===== src/rtl/seven_seg_reader.sv =====
// Reads back a multiplexed active-low 7-segment bus: de-glitches each {digit, pattern}
// pair, decodes it to a hex nibble or dash, and hands out complete frames via valid/ready.
module seven_seg_reader #(
    parameter int DIGITS     = 4,
    parameter int STABLE_CYC = 4
) (
    input  logic                  iClk,
    input  logic                  iRst_n,
    input  logic [6:0]            iSeg,
    input  logic [DIGITS-1:0]     iDig,
    output logic [4*DIGITS-1:0]   oNums,
    output logic [DIGITS-1:0]     oDash,
    output logic                  oValid,
    input  logic                  iReady,
    output logic [7:0]            oErrCnt
);

    localparam int SW = DIGITS + 7;
    localparam int CW = $clog2(STABLE_CYC + 1);
    localparam logic [CW-1:0] CNT_MAX  = CW'(STABLE_CYC);
    localparam logic [CW-1:0] CNT_FIRE = CW'(STABLE_CYC - 1);
    localparam logic [0:0] ST_COLLECT = 1'b0;
    localparam logic [0:0] ST_HOLD    = 1'b1;

    // Returns {valid, dash, nibble}; dash reads as nibble 0.
    function automatic logic [5:0] seg_decode(input logic [6:0] seg);
        logic [5:0] r;
        case (seg)
            7'h40:   r = {2'b10, 4'h0};
            7'h79:   r = {2'b10, 4'h1};
            7'h24:   r = {2'b10, 4'h2};
            7'h30:   r = {2'b10, 4'h3};
            7'h19:   r = {2'b10, 4'h4};
            7'h12:   r = {2'b10, 4'h5};
            7'h02:   r = {2'b10, 4'h6};
            7'h78:   r = {2'b10, 4'h7};
            7'h00:   r = {2'b10, 4'h8};
            7'h10:   r = {2'b10, 4'h9};
            7'h08:   r = {2'b10, 4'hA};
            7'h03:   r = {2'b10, 4'hB};
            7'h46:   r = {2'b10, 4'hC};
            7'h21:   r = {2'b10, 4'hD};
            7'h06:   r = {2'b10, 4'hE};
            7'h0E:   r = {2'b10, 4'hF};
            7'h3F:   r = {2'b11, 4'h0};
            default: r = {2'b00, 4'h0};
        endcase
        return r;
    endfunction

    function automatic logic is_onehot(input logic [DIGITS-1:0] d);
        return (d != '0) && ((d & (d - DIGITS'(1))) == '0);
    endfunction

    logic [SW-1:0]          samp_q, samp_d;
    logic [CW-1:0]          cnt_q, cnt_d;
    logic [4*DIGITS-1:0]    slot_q, slot_d;
    logic [DIGITS-1:0]      slot_dash_q, slot_dash_d;
    logic [DIGITS-1:0]      seen_q, seen_d;
    logic [4*DIGITS-1:0]    nums_q, nums_d;
    logic [DIGITS-1:0]      dash_q, dash_d;
    logic                   valid_q, valid_d;
    logic [7:0]             err_q, err_d;
    logic [0:0]             state_q, state_d;

    logic [SW-1:0]          in_s;
    logic                   match_s;
    logic                   event_s;
    logic [5:0]             dec_s;
    logic                   capture_s;
    logic                   error_s;
    logic [DIGITS-1:0]      cap_mask_s;

    assign in_s    = {iDig, iSeg};
    assign match_s = (in_s == samp_q);
    assign dec_s   = seg_decode(iSeg);

    // Stability filter: track the last sample and how long it has been held.
    always_comb begin
        samp_d  = samp_q;
        cnt_d   = cnt_q;
        event_s = 1'b0;
        if (!match_s) begin
            samp_d = in_s;
            cnt_d  = CW'(1);
        end else if (cnt_q != CNT_MAX) begin
            cnt_d = cnt_q + CW'(1);
        end else begin
            cnt_d = cnt_q;
        end
        if (STABLE_CYC == 1) begin
            event_s = 1'b1;
        end else begin
            event_s = match_s && (cnt_q == CNT_FIRE);
        end
    end

    // Classify stable events and update working slots and error count.
    always_comb begin
        capture_s   = event_s && is_onehot(iDig) && dec_s[5];
        error_s     = event_s && (iDig != '0) && !(is_onehot(iDig) && dec_s[5]);
        cap_mask_s  = capture_s ? iDig : '0;
        slot_d      = slot_q;
        slot_dash_d = slot_dash_q;
        for (int i = 0; i < DIGITS; i++) begin
            if (cap_mask_s[i]) begin
                slot_d[4*i +: 4] = dec_s[3:0];
                slot_dash_d[i]   = dec_s[4];
            end else begin
                slot_d[4*i +: 4] = slot_q[4*i +: 4];
                slot_dash_d[i]   = slot_dash_q[i];
            end
        end
        if (error_s && (err_q != 8'hFF)) begin
            err_d = err_q + 8'd1;
        end else begin
            err_d = err_q;
        end
    end

    // Frame FSM: collect all digits, then hold the frame until it is accepted.
    always_comb begin
        state_d = state_q;
        nums_d  = nums_q;
        dash_d  = dash_q;
        valid_d = valid_q;
        seen_d  = seen_q | cap_mask_s;
        case (state_q)
            ST_COLLECT: begin
                if (seen_q == {DIGITS{1'b1}}) begin
                    nums_d  = slot_q;
                    dash_d  = slot_dash_q;
                    valid_d = 1'b1;
                    seen_d  = cap_mask_s;
                    state_d = ST_HOLD;
                end else begin
                    state_d = ST_COLLECT;
                end
            end
            ST_HOLD: begin
                if (iReady) begin
                    valid_d = 1'b0;
                    state_d = ST_COLLECT;
                end else begin
                    state_d = ST_HOLD;
                end
            end
            default: begin
                valid_d = 1'b0;
                state_d = ST_COLLECT;
            end
        endcase
    end

    // State registers.
    always_ff @(posedge iClk or negedge iRst_n) begin
        if (!iRst_n) begin
            samp_q      <= '0;
            cnt_q       <= '0;
            slot_q      <= '0;
            slot_dash_q <= '0;
            seen_q      <= '0;
            nums_q      <= '0;
            dash_q      <= '0;
            valid_q     <= 1'b0;
            err_q       <= 8'd0;
            state_q     <= ST_COLLECT;
        end else begin
            samp_q      <= samp_d;
            cnt_q       <= cnt_d;
            slot_q      <= slot_d;
            slot_dash_q <= slot_dash_d;
            seen_q      <= seen_d;
            nums_q      <= nums_d;
            dash_q      <= dash_d;
            valid_q     <= valid_d;
            err_q       <= err_d;
            state_q     <= state_d;
        end
    end

    assign oNums   = nums_q;
    assign oDash   = dash_q;
    assign oValid  = valid_q;
    assign oErrCnt = err_q;

endmodule


===== config.mk =====
export PLATFORM = sky130hd
export DESIGN_NAME = seven_seg_reader
export DESIGN_NICKNAME = d
export VERILOG_FILES = /design/src/rtl/seven_seg_reader.sv
export SDC_FILE = /design/constraint.sdc
export NUM_CORES = 1
export LEC_CHECK = 0
export CAP_MARGIN = 20
export CORE_UTILIZATION = 55
export CTS_CLUSTER_DIAMETER = 50
export CTS_CLUSTER_SIZE = 8
export DETAILED_ROUTE_END_ITERATION = 10
export GPL_TIMING_DRIVEN = 0
export MAX_ROUTING_LAYER = met4
export PLACE_DENSITY = 0.91
export SLEW_MARGIN = 10
export SYNTH_ARGS = -nofsm -noshare
export SYNTH_HDL_FRONTEND = slang
export SYNTH_SLANG_ARGS = --single-unit

===== constraint.sdc =====
create_clock -name iClk -period 2.8 [get_ports iClk]
set_input_delay 0.42 -clock iClk [delete_from_list [all_inputs] [get_ports iClk]]
set_output_delay 0.42 -clock iClk [all_outputs]
set_load 0.05 [all_outputs]

==> run_results.csv, run 1 <==
group,metric,value,unit
drt,viasPerCell,5.60,
place,port_buffers,38,
critical_path,reg2reg_from,"samp_q[1]",
critical_path,timing.reg2reg.setup_slack,0.68,ns
grt,maximum_number_of_pins_on_one_net_before_global_route_repair,69,
critical_path,endpoint_kind,"flop",
sta,finalSetupTns,0,ns
synth,flop_and_latch_count_out_of_synthesis,68,
sta,finalCritPeriodShare,88.8,%
sta,timing_worst_slew_pin_value,0.805,ns
critical_path,start_kind,"input pin",
finish,design.final.nets,331,
floorplan,initial_utilization,58.3,%
place,placement.setup.worst_slack,0.00730,ns
critical_path,worstReg2RegEnd,"slot_q[8]",
drt,ant_nets,0,
drt,route.vias.total,2183,
synth,synth_common_cells,"sky130_fd_sc_hd__dfrtp_1, sky130_fd_sc_hd__mux2_2, sky130_fd_sc_hd__mux2_4",
grt,grt_pass1_wl,10.6,mm
place,detailed_place_hpwl,4.40,mm
synth,ys_dominant_reg_cell,"sky130_fd_sc_hd__dfrtp_1",
sta,final_critical_path_setup_slack,0.314,ns
floorplan,coreArea,5640,sq um
place,gp_congestion,0.914,
drt,drt_iter0_drc,84,
finish,num-fill-cells,394,
critical_path,setup.worst_path.class,"in -> reg",
floorplan,die-height,79.3,microns
synth,synth_top_area_share,51.7,%
synth,post_synth_design_cell_area,3290,sq um
sta,maxSlewHeadroom,46.3,%
place,postPlaceCellArea,3760,sq um
synth,mappedNetlistNets,282,
clocking,tritoncts.num_buffers,9,
clocking,h_tree_levels,3,
finish,drive_above_1_share,23.6,%
clocking,clkLatencyLatePin,0.34,ns
hold_path,hold_path_class,"in -> async",
grt,global_route.usage.total,23.2,%
clocking,cts_tree,"yes",
sta,final_max_slew_viol_count,0,
finish,design_area,3920,sq um
synth,total_of_warnings_raised_by_yosys,0,
synth,synth-seq-area-share,51.7,%
clocking,hold_fix_buffers_at_cts,0,
grt,via_count_of_the_first_global_routing_pass,2212,
critical_path,max_stage_delay,0.51,ns
drt,first_pass_iters,5,
grt,antenna_found_initial,0,
sta,fmaxAchievable,0.402,GHz
clocking,post_cts_buffers,0,
synth,synthDistinctLibCells,52,
synth,syn-mean-instance-area,12.5,sq um
run_status,run_status,"completed",
sta,final-setup-viol-count,0,
synth,share_of_flip_flops_with_an_asynchronous_set_or_reset,100,%
synth,synthMostInstantiatedCell,"sky130_fd_sc_hd__dfrtp_1",
drt,routed_wl,6.27,mm
finish,postLayoutCoreUtil,69.4,%
floorplan,die_x,79.3,microns
sta,fin_worst_skew,0.0108,ns
grt,grt.overflow.total,0,
clocking,clock_net_sink_count,68,
job,maxCapViolCount,0,
finish,area_growth,19.1,%
synth,count_of_flip_flops_with_a_built_in_enable_after_synthesis,0,
critical_path,required,3.02,ns
sta,hold_ws,0.173,ns
finish,insertedDiodeCount,0,
synth,synth_area_leaders,"sky130_fd_sc_hd__dfrtp_1, sky130_fd_sc_hd__mux2_4, sky130_fd_sc_hd__mux2_2",
clocking,clk_root_buffer_cell,"sky130_fd_sc_hd__clkbuf_8",
sta,final.min_clock_period,2.49,ns
floorplan,placement_rows,27,
floorplan,boundaryPins,43,
drt,wl_per_cell,16.1,microns
synth,synth_cells,264,
critical_path,critical_path_cell_list,"clkdlybuf4s50_1 -> buf_2 -> xnor2_1 -> nand4_1 -> nor3_1 -> and4b_1 -> and3_1 -> buf_6 -> mux2_4",
synth,synth_top_cell_by_area,"sky130_fd_sc_hd__dfrtp_1",
power,vdd_ir_drop_max,0.294,mV
critical_path,worstPathArrival,2.71,ns
floorplan,die_area,6290,sq um
sta,timing.final.hold_violations,0,
clocking,clk_pin_slew,0.07,ns
clocking,postCtsResizedCells,0,
power,pwr_density_cell,461,nW/um^2
sta,rsz0062_at_grt,"false",
clocking,max-clock-path-buffers,2,
critical_path,cpMaxStageDelayCell,"sky130_fd_sc_hd__clkdlybuf4s50_1",
critical_path,timing.reg2reg.worst_path_depth,7,
drt,remaining_drc_errors,0,
critical_path,maximum_fanout_count_along_the_critical_path,10,
power,total_leakage_power,1.89,nW
[where the power goes]
part           switching [mW]  total (mW)  internal [mW]
clock network           0.352       0.669          0.317
logic                  0.0878       0.140         0.0521
registers             0.00425       0.995          0.991
[routing by layer]
layer / track usage (%) / share of wire (%)
met1: 30.2 / 46
met2: 34.7 / 47
met3: 5.52 / 4.6
met4: 10.0 / 1.9
met5: - / 0
[worst max-delay path: cells and delay by family]
family | cells | cell delay [ns]
AND/OR/NAND/NOR | 4 | 0.90
multiplexers | 1 | 0.31
buffers and inverters | 3 | 0.89
XOR/XNOR | 1 | 0.20
[state kept, by name, summed over array words and instances (netlist names)]
register / cells
samp_q: 11
oNums: 16
oDash: 4
oErrCnt: 8
slot_q: 16
slot_dash_q: 4
state_q: 1
seen_q: 4
cnt_q: 3
oValid: 1
[kinds of logic after synthesis]
family,share of synthesized area (%)
DFF,51.7
and+or+nand+nor,13.0
muxes,16.2
buffers and inverters,5.82
xor gates and xnor gates,5.59
adders and majority gates,1.52
AOI/OAI and AO/OA,6.20
[how the worst max path moves through the flow]
stage                     slack [ns]     from  cells after the start             end
after floorplan                 0.68  iSeg[3]                      8  slot_dash_q[1]
after global placement         -0.79   iRst_n                      1       samp_q[2]
after detailed placement       0.007  iSeg[1]                      9       slot_q[5]
after CTS                       0.35  iSeg[1]                      9       slot_q[8]
after global routing            0.23  iSeg[1]                      9       slot_q[8]
final                           0.31  iSeg[1]                      9       slot_q[8]
[per-stage QoR]
step | cells | total power, mW
after floorplan | 264 | 1.10
after global placement | 374 | 1.15
after detailed placement | 374 | 1.15
after CTS | 390 | 1.82
after global routing | 390 | 1.89
final | 390 | 1.80
[final cells by class]
| class | instances | area (sq um) | area share (%) |
|---|---|---|---|
| Sequential cell | 68 | 1700 | 43.4 |
| Buffer | 28 | 165 | 4.22 |
| Multi-Input combinational cell | 161 | 1400 | 35.6 |
| Timing Repair Buffer | 38 | 378 | 9.65 |
| Clock buffer | 11 | 131 | 3.35 |
| Tap cell | 72 | 90.1 | 2.30 |
| Clock inverter | 5 | 28.8 | 0.735 |
| Inverter | 7 | 26.3 | 0.671 |
[cells in the final DEF (no fill, tap or decap), drive strengths merged, types with 3 or more instances in the layout]
cell           count
clkbuf            24
ha                 4
nor2               3
buf               16
clkinv             5
clkdlybuf4s50     37
nand2             16
nor4               4
mux2              41
xor2               6
a31oi              3
a21oi              5
nand4              4
dfrtp             68
nand3             11
nor3               3
inv                7
and3              10
xnor2             15
a21o               3
nor3b              3
o21ai              3
No activity file was read; power rests on OpenSTA's default activity.
==> run 2, diff against run 1 <==
Settings changed: PLACE_DENSITY 0.91 to 0.8.
Clock period 2.8 ns to 3.21 ns, I/O delays scaled along.
==> run 2 against run 1 <==
Flip-flop and latch count did not move. Register-to-register slack gained 0.52 ns. Sequential share of layout area down 0.57 points. Core utilization increased by 0.93 points. First-iteration DRC count is 27% higher. Highest routed layer unchanged. Clock-buffer cell count down 2. Cell count increased by 0.51%. Worst hold slack gained 0.30 ns. Sequential power shrank 13%. Critical endpoint is now slot_q[5]. Largest cell class unchanged. Setup slack improved by 0.44 ns. Critical path depth is the same.
==> run_results.csv, run 2 (synthesis gave the netlist of run 1 again) <==
group,metric,value,unit
place,placement.setup.worst_slack,0.403,ns
finish,final_common_cell,"sky130_fd_sc_hd__dfrtp_1",
finish,instances_no_fill,392,
sta,final.min_clock_period,2.46,ns
sta,hold_ws,0.475,ns
floorplan,coreArea,5640,sq um
drt,remaining_drc_errors,0,
drt,viasPerCell,5.52,
critical_path,setup.worst_path.class,"in -> reg",
critical_path,worstPathArrival,2.68,ns
drt,routed_wl,6.11,mm
critical_path,cpMaxStageDelayCell,"sky130_fd_sc_hd__clkdlybuf4s50_1",
clocking,hold_fix_buffers_at_cts,1,
critical_path,maximum_fanout_count_along_the_critical_path,10,
grt,grt.overflow.total,0,
drt,route.vias.total,2163,
sta,timing_worst_slew_pin_value,0.885,ns
finish,area_growth,20.7,%
drt,first_pass_iters,4,
floorplan,die-height,79.3,microns
floorplan,placement_rows,27,
sta,final-setup-viol-count,0,
clocking,clkLatencyLatePin,0.35,ns
sta,rsz0062_at_grt,"false",
clocking,h_tree_levels,3,
place,port_buffers,38,
hold_path,hold_start,"seen_q[1]",
grt,grt_pass1_wl,10.3,mm
clocking,max-clock-path-buffers,2,
drt,ant_nets,0,
power,vdd_ir_drop_max,0.308,mV
critical_path,reg2reg_from,"samp_q[8]",
finish,drive_above_1_share,24.4,%
power,pwr_density_cell,407,nW/um^2
clocking,tritoncts.num_buffers,9,
critical_path,critical_path_cell_list,"clkdlybuf4s50_1 -> buf_2 -> xnor2_1 -> nand4_1 -> nor3_1 -> and4b_1 -> and3_1 -> buf_6 -> mux2_4",
sta,fin_worst_skew,0.0152,ns
place,dpl.cell_count,375,
clocking,clock_net_sink_count,68,
clocking,clk_pin_slew,0.07,ns
job,maxCapViolCount,0,
clocking,cts_tree,"yes",
critical_path,timing.reg2reg.worst_path_depth,7,
place,gp_congestion,0.864,
critical_path,timing.reg2reg.setup_slack,1.20,ns
finish,postLayoutCoreUtil,70.4,%
floorplan,initial_utilization,58.3,%
grt,maximum_number_of_pins_on_one_net_before_global_route_repair,60,
run_status,run_status,"completed",
clocking,postCtsResizedCells,0,
floorplan,die_area,6290,sq um
floorplan,boundaryPins,43,
sta,final_max_slew_viol_count,0,
place,detailed_place_hpwl,4.29,mm
finish,design.final.nets,333,
critical_path,start_kind,"input pin",
hold_path,holdPathEnd,"seen_q[1]",
sta,finalCritPeriodShare,76.6,%
hold_path,hold_path_class,"reg -> reg",
critical_path,worstReg2RegEnd,"oErrCnt[1]",
finish,insertedDiodeCount,0,
sta,fmaxAchievable,0.407,GHz
grt,via_count_of_the_first_global_routing_pass,2095,
critical_path,max_stage_delay,0.50,ns
finish,most-common-layout-cells,"sky130_fd_sc_hd__dfrtp_1, sky130_fd_sc_hd__clkdlybuf4s50_1, sky130_fd_sc_hd__mux2_2",
sta,final_critical_path_setup_slack,0.752,ns
grt,global_route.usage.total,22.7,%
sta,maxSlewHeadroom,40.2,%
drt,wl_per_cell,15.6,microns
power,total_leakage_power,1.90,nW
drt,drt_iter0_drc,107,
clocking,post_cts_buffers,0,
hold_path,hold_depth,1,
grt,antenna_found_initial,0,
critical_path,required,3.44,ns
critical_path,endpoint_kind,"flop",
clocking,clk_root_buffer_cell,"sky130_fd_sc_hd__clkbuf_8",
sta,timing.final.hold_violations,0,
sta,finalSetupTns,0,ns
floorplan,die_x,79.3,microns
run 2: metal layers:
layer	routed length [microns]	track usage, %	vias up
met4	86	10.9	0
met3	327	5.52	10
met1	2910	29.7	1051
met2	2790	33.2	78
li1	-	-	1024
met5	0	-	-
run 2: layout make-up:
class                   instances  area (sq um)
fillers                       395          1670
well taps                      72          90.1
inverters                       7          26.3
clock inverters                 7          51.3
clock buffers                   9           124
plain buffers                  28           165
repair buffers                 40           415
flip-flops and latches         68          1700
multi-input cells             161          1400
run 2: worst max-delay path: cells and delay by family:
family        cells  cell delay [ns]
buf+inv           3             0.88
simple gates      4             0.87
mux               1             0.30
xor+xnor          1             0.15
run 2: power breakdown:
part	internal, mW	total [mW]	switching (mW)
Combinational	0.0498	0.128	0.0780
Clock	0.282	0.619	0.338
Sequential	0.864	0.868	0.00356
run 2: how the worst max path moves through the flow:
stage | start | to | slack (ns) | cells after the start
5_1_grt | iSeg[1] | slot_q[10] | 0.58 | 9
3_5_place_dp | iSeg[1] | slot_q[12] | 0.40 | 9
2_1_floorplan | iSeg[3] | slot_dash_q[1] | 1.03 | 8
3_3_place_gp | iRst_n | samp_q[0] | -0.54 | 1
4_1_cts | iSeg[1] | slot_q[5] | 0.78 | 9
6_report | iSeg[1] | slot_q[5] | 0.75 | 9
run 2: through the flow:
step / cell area [sq um] / power (mW)
final: 3970 / 1.62
after floorplan: 3290 / 0.956
after CTS: 3970 / 1.63
after global placement: 3760 / 1.00
after detailed placement: 3780 / 1.01
after global routing: 3970 / 1.68
==> run 3, diff against run 2 <==
Clock period 3.21 ns to 2.4 ns, I/O delays scaled along.
==> run 3 against run 2 <==
Setup slack got worse by 0.66 ns. Worst hold slack worse by 0.10 ns. Routed wire length is 0.56% higher. Global-route usage did not move. Die area did not move. Core utilization rose by 0.27 points. Critical path depth stayed put. Register-to-register slack got worse by 0.81 ns. Design area grew 0.38%. Clock power grew 34%.
==> run_results.csv, run 3 (synthesis gave the netlist of run 1 again) <==
group,metric,value,unit
floorplan,die_x,79.3,microns
finish,num-fill-cells,395,
sta,fmaxAchievable,0.434,GHz
clocking,cts_tree,"yes",
critical_path,setup.worst_path.class,"in -> reg",
finish,final_common_cell,"sky130_fd_sc_hd__dfrtp_1",
sta,timing.final.hold_violations,0,
place,dpl.cell_count,375,
clocking,tritoncts.num_buffers,9,
grt,grt_pass1_wl,10.3,mm
clocking,max-clock-path-buffers,2,
critical_path,required,2.63,ns
clocking,clk_pin_slew,0.08,ns
critical_path,timing.reg2reg.worst_path_depth,7,
hold_path,hold_path_class,"in -> reg",
power,vdd_ir_drop_max,0.415,mV
clocking,clk_root_buffer_cell,"sky130_fd_sc_hd__clkbuf_8",
sta,maxSlewHeadroom,39.8,%
critical_path,worstReg2RegEnd,"oErrCnt[1]",
sta,timing_worst_slew_pin_value,0.892,ns
critical_path,max_stage_delay,0.47,ns
clocking,h_tree_levels,3,
sta,fin_worst_skew,0.0145,ns
finish,design.final.nets,333,
job,maxCapViolCount,0,
finish,multi_input_comb_area,1410,sq um
critical_path,start_kind,"input pin",
drt,remaining_drc_errors,0,
critical_path,reg2reg_from,"samp_q[8]",
finish,drive_above_1_share,25.0,%
grt,via_count_of_the_first_global_routing_pass,2095,
floorplan,die-height,79.3,microns
drt,viasPerCell,5.57,
power,total_power,2.17,mW
drt,drt_iter0_drc,123,
finish,most-common-layout-cells,"sky130_fd_sc_hd__dfrtp_1, sky130_fd_sc_hd__clkdlybuf4s50_1, sky130_fd_sc_hd__mux2_2",
floorplan,initial_utilization,58.3,%
hold_path,hold_depth,2,
floorplan,die_area,6290,sq um
clocking,clock_net_sink_count,68,
place,placement.setup.worst_slack,-0.285,ns
critical_path,maximum_fanout_count_along_the_critical_path,10,
sta,finalCritPeriodShare,96.1,%
place,postPlaceCellArea,3780,sq um
sta,final.min_clock_period,2.31,ns
finish,area_growth,21.1,%
critical_path,cpMaxStageDelayCell,"sky130_fd_sc_hd__clkdlybuf4s50_1",
critical_path,worstPathArrival,2.54,ns
floorplan,coreArea,5640,sq um
sta,rsz0062_at_grt,"false",
place,detailed_place_hpwl,4.29,mm
floorplan,boundaryPins,43,
critical_path,critical_path_cell_list,"clkdlybuf4s50_1 -> buf_2 -> nor3b_1 -> a21oi_1 -> o311a_2 -> nand3_2 -> and3_1 -> buf_6 -> mux2_4",
finish,ff_latch_area,1700,sq um
power,pwr_density_cell,543,nW/um^2
sta,final_critical_path_setup_slack,0.0933,ns
finish,insertedDiodeCount,0,
drt,ant_nets,0,
finish,design_area,3990,sq um
place,port_buffers,38,
hold_path,hold_start,"iDig[1]",
sta,final_max_slew_viol_count,0,
drt,routed_wl,6.15,mm
power,total_leakage_power,1.91,nW
drt,first_pass_iters,4,
drt,route.vias.total,2185,
finish,instances_no_fill,392,
critical_path,endpoint_kind,"flop",
critical_path,timing.reg2reg.setup_slack,0.39,ns
run_status,run_status,"completed",
finish,postLayoutCoreUtil,70.6,%
hold_path,holdPathEnd,"samp_q[8]",
floorplan,placement_rows,27,
grt,grt.overflow.total,0,
grt,antenna_found_initial,0,
sta,final-setup-viol-count,0,
clocking,clkLatencyLatePin,0.35,ns
clocking,post_cts_buffers,0,
grt,global_route.usage.total,22.7,%
grt,maximum_number_of_pins_on_one_net_before_global_route_repair,60,
drt,wl_per_cell,15.7,microns
place,gp_congestion,0.864,
run 3: cell types whose count changed in the layout (fill, tap and decap cells not counted), sizes merged:
cell / previous run / this run
dlymetal6s2s: 0 / 1
clkbuf: 22 / 23
clkdlybuf4s50: 37 / 36
buf: 17 / 16
run 3: report_power, final:
group          switching (mW)  internal, mW
sequential            0.00476          1.16
clock                   0.455         0.377
combinational           0.106        0.0671
total                   0.565          1.60
run 3: critical path, delay by kind of cell:
family | cells | cell delay [ns]
AOI/OAI and AO/OA | 2 | 0.45
buffers and inverters | 3 | 0.84
muxes | 1 | 0.31
and+or+nand+nor | 3 | 0.57
run 3: per-stage QoR:
step	hold WS (ns)	TNS, ns
after global placement	0.444	-87.63
final	0.373	0
after detailed placement	0.214	-5.73
after CTS	0.384	0
after floorplan	0.0644	0
after global routing	0.377	0
run 3: area by class of cell:
cell class                 count  share of cell area [%]
multi-input combinational    161                    35.3
clock buffer                   9                    3.11
timing repair buffer          40                    10.5
inverter                       7                   0.659
tap                           72                    2.26
sequential                    68                    42.7
buffer                        28                    4.21
clock inverter                 7                    1.29
run 3: repair_timing:
item	in CTS	in global routing
hold buffers	1	0
hold endpoints to repair	9	0
endpoints found under the setup margin	0	16
resized for setup	0	4
run 3: how the worst max path moves through the flow:
stage	startpoint	end	slack, ns	cells past startpoint
6_report	iSeg[5]	slot_dash_q[2]	0.09	9
5_1_grt	iSeg[1]	slot_q[10]	0.02	9
4_1_cts	iSeg[1]	slot_q[5]	0.09	9
3_5_place_dp	iSeg[1]	slot_q[12]	-0.29	9
3_3_place_gp	iRst_n	samp_q[0]	-1.23	1
2_1_floorplan	oErrCnt[0]	oErrCnt[1]	0.33	8
run 3: metal layers:
metal  vias up  routed length [microns]  track usage (%)
met5         -                        0                -
met4         0                      197             10.9
met3        21                      303             5.52
met2        77                     2730             33.2
met1      1064                     2920             29.7
li1       1023                        -                -
